==> config.mk <==
export PLATFORM = sky130hd
export DESIGN_NAME = ip_exp2int_flat
export DESIGN_NICKNAME = d
export VERILOG_FILES = /design/src/rtl/ip_exp2int_pkg.sv /design/src/rtl/ip_exp2int_if.sv /design/src/rtl/ip_exp2int.sv /design/src/flat_wrapper.sv
export SDC_FILE = /design/constraint.sdc
export NUM_CORES = 1
export LEC_CHECK = 0
export ABC_AREA = 1
export ABC_CLOCK_PERIOD_IN_PS = 1400
export CORE_AREA = 2 2 95 51
export DETAILED_ROUTE_END_ITERATION = 12
export DIE_AREA = 0 0 97 53
export PLACE_DENSITY = 0.75
export SLEW_MARGIN = 20
export SYNTH_ARGS = -nofsm -noshare
export SYNTH_HDL_FRONTEND = slang
export SYNTH_SLANG_ARGS = --single-unit
==> constraint.sdc <==
create_clock -name clk -period 1.4 [get_ports clk]
set_clock_uncertainty 0.2 [all_clocks]
set_input_delay 0.28 -clock clk [delete_from_list [all_inputs] [get_ports clk]]
set_output_delay 0.28 -clock clk [all_outputs]
set_load 0.01 [all_outputs]
==> src/rtl/ip_exp2int_pkg.sv <==
// ip_exp2int_pkg: default widths shared by the antilog block and its interface
package ip_exp2int_pkg;
    localparam int DEF_IDWID = 5;
    localparam int DEF_FWID  = 4;
    localparam int DEF_ODWID = 16;
endpackage

==> src/rtl/ip_exp2int_if.sv <==
// ip_exp2int_if: start/operand and result signals of the antilog calculator
interface ip_exp2int_if
    import ip_exp2int_pkg::*;
#(
    parameter int IDWID = DEF_IDWID,
    parameter int FWID  = DEF_FWID,
    parameter int ODWID = DEF_ODWID
);
    logic             i_cal_str;
    logic [IDWID-1:0] i_val;
    logic [FWID-1:0]  i_frac;
    logic [ODWID-1:0] o_val;
    logic             o_val_vld;
    logic             o_val_upd;
    logic             o_ovf;
    modport master (output i_cal_str, i_val, i_frac, input o_val, o_val_vld, o_val_upd, o_ovf);
    modport slave  (input i_cal_str, i_val, i_frac, output o_val, o_val_vld, o_val_upd, o_ovf);
endinterface

==> src/rtl/ip_exp2int.sv <==
// ip_exp2int: floor((1 + F/2^FWID) * 2^E) by shifting one bit per cycle, saturating
// to all-ones when the result exceeds ODWID bits.
module ip_exp2int
    import ip_exp2int_pkg::*;
#(
    parameter int IDWID = DEF_IDWID,
    parameter int FWID  = DEF_FWID,
    parameter int ODWID = DEF_ODWID
) (
    input logic         clk,
    input logic         rst_n,
    ip_exp2int_if.slave bus
);
    localparam int AWID = ODWID + FWID;
    logic [AWID-1:0]  acc_q, acc_d;
    logic [IDWID-1:0] cnt_q, cnt_d;
    logic [ODWID-1:0] val_q, val_d;
    logic             act_q, act_d, vld_q, vld_d, upd_q, upd_d, ovf_q, ovf_d;
    logic             ovf_det, done;
    always_comb begin
        ovf_det = (cnt_q != '0) & acc_q[AWID-1];
        done    = act_q & ((cnt_q == '0) | ovf_det);
        acc_d   = acc_q;
        cnt_d   = cnt_q;
        val_d   = val_q;
        act_d   = act_q;
        vld_d   = vld_q;
        upd_d   = 1'b0;
        ovf_d   = ovf_q;
        // a new start always wins, silently dropping any calculation in flight
        if (bus.i_cal_str) begin
            acc_d = AWID'({1'b1, bus.i_frac});
            cnt_d = bus.i_val;
            act_d = 1'b1;
            vld_d = 1'b0;
        end else if (done) begin
            act_d = 1'b0;
            upd_d = 1'b1;
            vld_d = 1'b1;
            ovf_d = ovf_det;
            val_d = ovf_det ? '1 : acc_q[AWID-1:FWID];
        end else if (act_q) begin
            acc_d = acc_q << 1;
            cnt_d = cnt_q - 1'b1;
        end
    end
    always_ff @(posedge clk or negedge rst_n) begin
        if (!rst_n) begin
            acc_q <= '0;
            cnt_q <= '0;
            val_q <= '0;
            act_q <= 1'b0;
            vld_q <= 1'b0;
            upd_q <= 1'b0;
            ovf_q <= 1'b0;
        end else begin
            acc_q <= acc_d;
            cnt_q <= cnt_d;
            val_q <= val_d;
            act_q <= act_d;
            vld_q <= vld_d;
            upd_q <= upd_d;
            ovf_q <= ovf_d;
        end
    end
    assign bus.o_val     = val_q;
    assign bus.o_val_vld = vld_q;
    assign bus.o_val_upd = upd_q;
    assign bus.o_ovf     = ovf_q;
endmodule

==> src/flat_wrapper.sv <==
// flat-port wrapper written by rule: the top's interface ports become plain ports
module ip_exp2int_flat import ip_exp2int_pkg::*;
#(
    parameter int IDWID = DEF_IDWID,
    parameter int FWID  = DEF_FWID,
    parameter int ODWID = DEF_ODWID
)
  (clk, rst_n, bus_i_cal_str, bus_i_val, bus_i_frac, bus_o_val, bus_o_val_vld, bus_o_val_upd, bus_o_ovf);
  ip_exp2int_if #(.IDWID(IDWID), .FWID(FWID), .ODWID(ODWID)) bus_i ();
  input logic clk;
  input logic rst_n;
  input wire logic [$bits(bus_i.i_cal_str)-1:0] bus_i_cal_str;
  input wire logic [$bits(bus_i.i_val)-1:0] bus_i_val;
  input wire logic [$bits(bus_i.i_frac)-1:0] bus_i_frac;
  output wire logic [$bits(bus_i.o_val)-1:0] bus_o_val;
  output wire logic [$bits(bus_i.o_val_vld)-1:0] bus_o_val_vld;
  output wire logic [$bits(bus_i.o_val_upd)-1:0] bus_o_val_upd;
  output wire logic [$bits(bus_i.o_ovf)-1:0] bus_o_ovf;
  assign bus_i.i_cal_str = bus_i_cal_str;
  assign bus_i.i_val = bus_i_val;
  assign bus_i.i_frac = bus_i_frac;
  assign bus_o_val = bus_i.o_val;
  assign bus_o_val_vld = bus_i.o_val_vld;
  assign bus_o_val_upd = bus_i.o_val_upd;
  assign bus_o_ovf = bus_i.o_ovf;
  ip_exp2int #(.IDWID(IDWID), .FWID(FWID), .ODWID(ODWID)) u_core (.clk(clk), .rst_n(rst_n), .bus(bus_i));
endmodule
Word level (Yosys, flattened, before mapping)
Cells that the tools add are included.
- register bits after elaboration: 45
- input port bits: 12
- output and inout port bits: 19
- word-level logic and storage cells: 32
- $add $sub $neg: 1
- eq/ne operators: 1
- muxes and demuxes: 13
- bitwise gates (word level): 4
- reduce and logical (&&, ||, !) cells: 6
- operator list (kind ; number):
    20-bit 2-to-1 mux ; 3
    16-bit 2-to-1 mux ; 1
    5-bit 2-to-1 mux ; 3
    1-bit 2-to-1 mux ; 6
    5-bit zero test ; 1
    5-bit nonzero test ; 1
    5-bit by 1-bit subtractor with 5-bit output, second input constant ; 1
    2-bit AND reduction ; 2
    2-bit nonzero test ; 2
    1-bit bitwise AND ; 2
    2-bit inequality test, second input constant ; 1
    1-bit NOT ; 1
    1-bit OR ; 1

Logic depth before layout (Yosys ltp)
- depth after elaboration: 6
- gate-level depth with buffers: 8
- depth with buffers taken out: 8

Worst setup path before layout
OpenSTA, ideal clock, no wires.
- path type: flip-flop to flip-flop
- start: register u_core.cnt_q[0]
- end: register u_core.val_q[0] (netlist: u_core.bus.o_val[0])
- setup time: 0.127 ns
- arrival: 1.232 ns
- required time: 1.073 ns
- path slack: -0.159 ns
- cell stages (with the launch flop): 9
- path buffers: 1
- period minus slack after synthesis: 1.559 ns
- path through: dfrtp_1 -> inv_1 -> ha_1 -> nand3_4 -> nand2_1 -> nand2_2 -> buf_2 -> nand2_1 -> o21ai_0
- cells in the longest elaborated chain, start to end: 5
- elaborated cells between the ends (all ways): 7
- classes of those cells: 1 x mux; 3 x bitwise; 3 x reduce/logical
- RTL lines (item ; line ; text):
    start: declaration ; ip_exp2int.sv:16 ; logic [IDWID-1:0] cnt_q, cnt_d;
    start signal: assignment ; ip_exp2int.sv:58 ; cnt_q <= cnt_d;
    5-bit nonzero test ; ip_exp2int.sv:21 ; ovf_det = (cnt_q != '0) & acc_q[AWID-1];
    1-bit bitwise AND ; ip_exp2int.sv:21 ;
    1-bit OR ; ip_exp2int.sv:22 ; done = act_q & ((cnt_q == '0) | ovf_det);
    1-bit bitwise AND ; ip_exp2int.sv:22 ;
    2-bit AND reduction (no source line) ; n/a ;
    end signal: assignment ; ip_exp2int.sv:59 ; val_q <= val_d;
    end: declaration ; ip_exp2int.sv:17 ; logic [ODWID-1:0] val_q, val_d;
Parallel ways exist; a longest one is shown, timed or not.
A chain may end at the register's enable or synchronous reset.

Worst setup path after layout
- start: register u_core.cnt_q[0]
- end: register u_core.acc_q[13]
- cells in the longest elaborated chain, start to end: 6
- elaborated cells between the ends (all ways): 7
- classes of those cells: 1 x eq/ne; 3 x bitwise; 3 x reduce/logical
- RTL lines (item ; line ; text):
    5-bit nonzero test ; ip_exp2int.sv:21 ;
    1-bit bitwise AND ; ip_exp2int.sv:21 ;
    1-bit OR * ; ip_exp2int.sv:22 ;
    1-bit bitwise AND * ; ip_exp2int.sv:22 ;
    2-bit inequality test (no source line) * ; n/a ;
    2-bit AND reduction (no source line) * ; n/a ;
    end signal: assignment ; ip_exp2int.sv:49 ; acc_q <= '0;
    end signal: assignment ; ip_exp2int.sv:57 ; acc_q <= acc_d;
    end: declaration ; ip_exp2int.sv:15 ; logic [AWID-1:0] acc_q, acc_d;
Mark *: on every way between the ends. The rest lies on a longest branch, timed or not.

==> impl_metrics.tcl <==
set metrics [dict create \
    synth.avg_cell_area_um2 8.60 \
    grt_pass1_wl_um 7910 \
    placed_area_mm2 0.00251 \
    clkLatencyLatePin_ps 300 \
    tightest_slew_ps 299 \
    holdWs_ps 190 \
    final_hold_viol_count 0 \
    gr-usage-met2_pct 30.6 \
    gp_congestion 0.795 \
    finalWorstSetupSlack_ps -91.5 \
    synth.net_count 244 \
    power.density_mw_per_mm2 1170 \
    htree_levels 2 \
    grt_max_degree 23 \
    fmax_ghz 0.670 \
    ff2ff_path_depth 7 \
    required_ps 1380 \
    outcome "finished with violations" \
    worstSetupPathType "reg -> reg" \
    setup_viol 40 \
    finalPower_mw 3.16 \
    r2r_end "u_core.acc_q[13]$_DFFE_PN0P_" \
    setup-tns-final_ps -2380 \
    met3_usage_pct 4.76 \
    ant_nets 0 \
    start_kind "flop" \
    cp_max_fo 22 \
    dr.first_iter.drc_count 137 \
    fp.dieH_um 53 \
    die-area_mm2 0.00514 \
    dieWidth_um 97 \
    final_util_pct 63.1 \
    fin_nets 300 \
    rsz0062_at_grt "true" \
    cts_buffer_depth 2 \
    drc 0 \
    drive_gt1_share_pct 30.2 \
    yosys_warnings 0 \
    cts_tree "yes" \
    leakagePower_nw 1.34 \
    cp-end-kind "flop" \
    grt_usage_pct 19.9 \
    finalWirelength_um 4570 \
    met1_usage_pct 28.9 \
    syn_to_final_growth_pct 35.9 \
    violations "setup timing" \
    port_buffers 30 \
    period_share_pct 107 \
    clk_pin_slew_ps 90 \
    io_pins 31 \
    ir_worst_vdd_mv 0.719 \
    yosysSeqAreaShare_pct 56.7 \
    post-route-cell-area_mm2 0.00270 \
    viasPerCell 4.91 \
    via_count 1693 \
    fin_crit_ps 1490 \
    start_util_pct 46.4 \
    slew_viol_final 0 \
    synth-seq-cells 45 \
    synth_cell_type_count 20 \
    diodes 0 \
    max_slew_margin_pct 80.0 \
    dp_slack_ps -419 \
    critPathArrivalTime_ps 1470 \
    core_mm2 0.00428 \
    dp_hpwl_um 3010 \
    stdcell_count 345 \
    overflow 0 \
    synth_area_mm2 0.00199 \
    wl_per_cell_um 13.3 \
    cap_violations 0 \
    clock-sinks 45 \
    cts-root-buf "clkbuf_8" \
    row_count 17 \
    rrSetupSlack_ps -90 \
    hp-class "in -> async" \
    antenna_found_initial 0 \
    dp.cells 326 \
    syn_inst 231 \
    numCtsBuffers 5 \
    dr.pass1.iters 4 \
    first_global_vias 1637 \
    r2r-start "u_core.cnt_q[0]$_DFFE_PN0P_" \
    grt_busiest_layer "met2" \
]
[power breakdown]
| part | switching, mW | internal [mW] |
|---|---|---|
| clock network | 0.450 | 0.401 |
| registers | 0.0868 | 1.43 |
| logic | 0.422 | 0.365 |
| total | 0.959 | 2.20 |
[synthesized netlist by cell type, drive strengths merged]
master	number	share of area, %
clkbuf	7	1.3
ha	1	0.63
a21oi	15	3.8
nand4	1	0.32
or2	1	0.32
nand3	29	8.2
inv	25	4.7
buf	7	2.4
o22ai	1	0.32
dfrtp	45	57
nor2	5	1.2
nand2	61	12
o21ai	33	8.3
[worst max-delay path, cell delays in order, from the launching register on]
cell and delay (ps):
dfrtp_1 380, inv_2 60, ha_4 170, nand3_4 100, nand3_4 130, buf_12 190
nand3_1 60, o21ai_0 80
[kinds of logic (layout without fill, tap and decap cells)]
logic type,Yosys count,in the layout,share of synthesized area [%]
buffers and inverters,39,96,8.44
adders and majority gates,1,1,0.630
DFF,45,45,56.7
and+or+nand+nor,97,97,21.8
AOI/OAI and AO/OA,49,49,12.4
[cells in the final DEF, fill, tap and decap left out, drive strengths merged]
| cell type | count |
|---|---|
| clkbuf | 14 |
| dlygate4sd3 | 1 |
| clkinv | 2 |
| ha | 1 |
| clkdlybuf4s50 | 9 |
| nand3 | 29 |
| dlygate4sd2 | 1 |
| o21ai | 33 |
| or2 | 1 |
| inv | 25 |
| nand2 | 61 |
| buf | 44 |
| o22ai | 1 |
| dfrtp | 45 |
| nor2 | 5 |
| a21oi | 15 |
| nand4 | 1 |
[how the worst max path moves through the flow]
stage | cells past startpoint | start | endpoint | slack [ps]
after floorplan | 8 | u_core.cnt_q[0]$_DFFE_PN0P_ | u_core.acc_q[4]$_DFFE_PN0P_ | -50
after global placement | 8 | bus_i_cal_str | u_core.cnt_q[3]$_DFFE_PN0P_ | -380
after detailed placement | 8 | bus_i_cal_str | u_core.acc_q[2]$_DFFE_PN0P_ | -420
after CTS | 8 | u_core.cnt_q[0]$_DFFE_PN0P_ | u_core.bus.o_val[11]$_DFFE_PN0P_ | -70
after global routing | 7 | u_core.cnt_q[1]$_DFFE_PN0P_ | u_core.acc_q[12]$_DFFE_PN0P_ | -170
final | 7 | u_core.cnt_q[0]$_DFFE_PN0P_ | u_core.acc_q[13]$_DFFE_PN0P_ | -90
[area by class of cell]
| class | count | area, um2 |
|---|---|---|
| clock buffer | 6 | 82.6 |
| clock inverter | 2 | 13.8 |
| fill | 367 | 1580 |
| inverter | 25 | 93.8 |
| multi-input combinational | 147 | 787 |
| sequential | 45 | 1130 |
| tap | 57 | 71.3 |
| timing repair buffer | 63 | 523 |
[metal layers]
| layer | wire [um] | vias to the layer above |
|---|---|---|
| li1 | - | 854 |
| met1 | 2410 | 791 |
| met2 | 1900 | 44 |
| met3 | 236 | 4 |
| met4 | 25 | 0 |
| met5 | 0 | - |
[flip-flops by register name (all words and copies together) (netlist names)]
name / count
u_core.acc_q: 20
u_core.bus.o_val: 16
u_core.cnt_q: 5
u_core.act_q: 1
u_core.bus.o_ovf: 1
u_core.bus.o_val_upd: 1
u_core.bus.o_val_vld: 1
[timing repair]
item	4_1_cts	5_1_grt
hold buffers	1	0
cloned	1	0
hold endpoints to repair	45	0
setup endpoints to repair	59	58
gates resized for setup	75	30
setup buffers	6	3
pin swaps	0	4
Note: power is estimated with default switching activity, not from simulation.
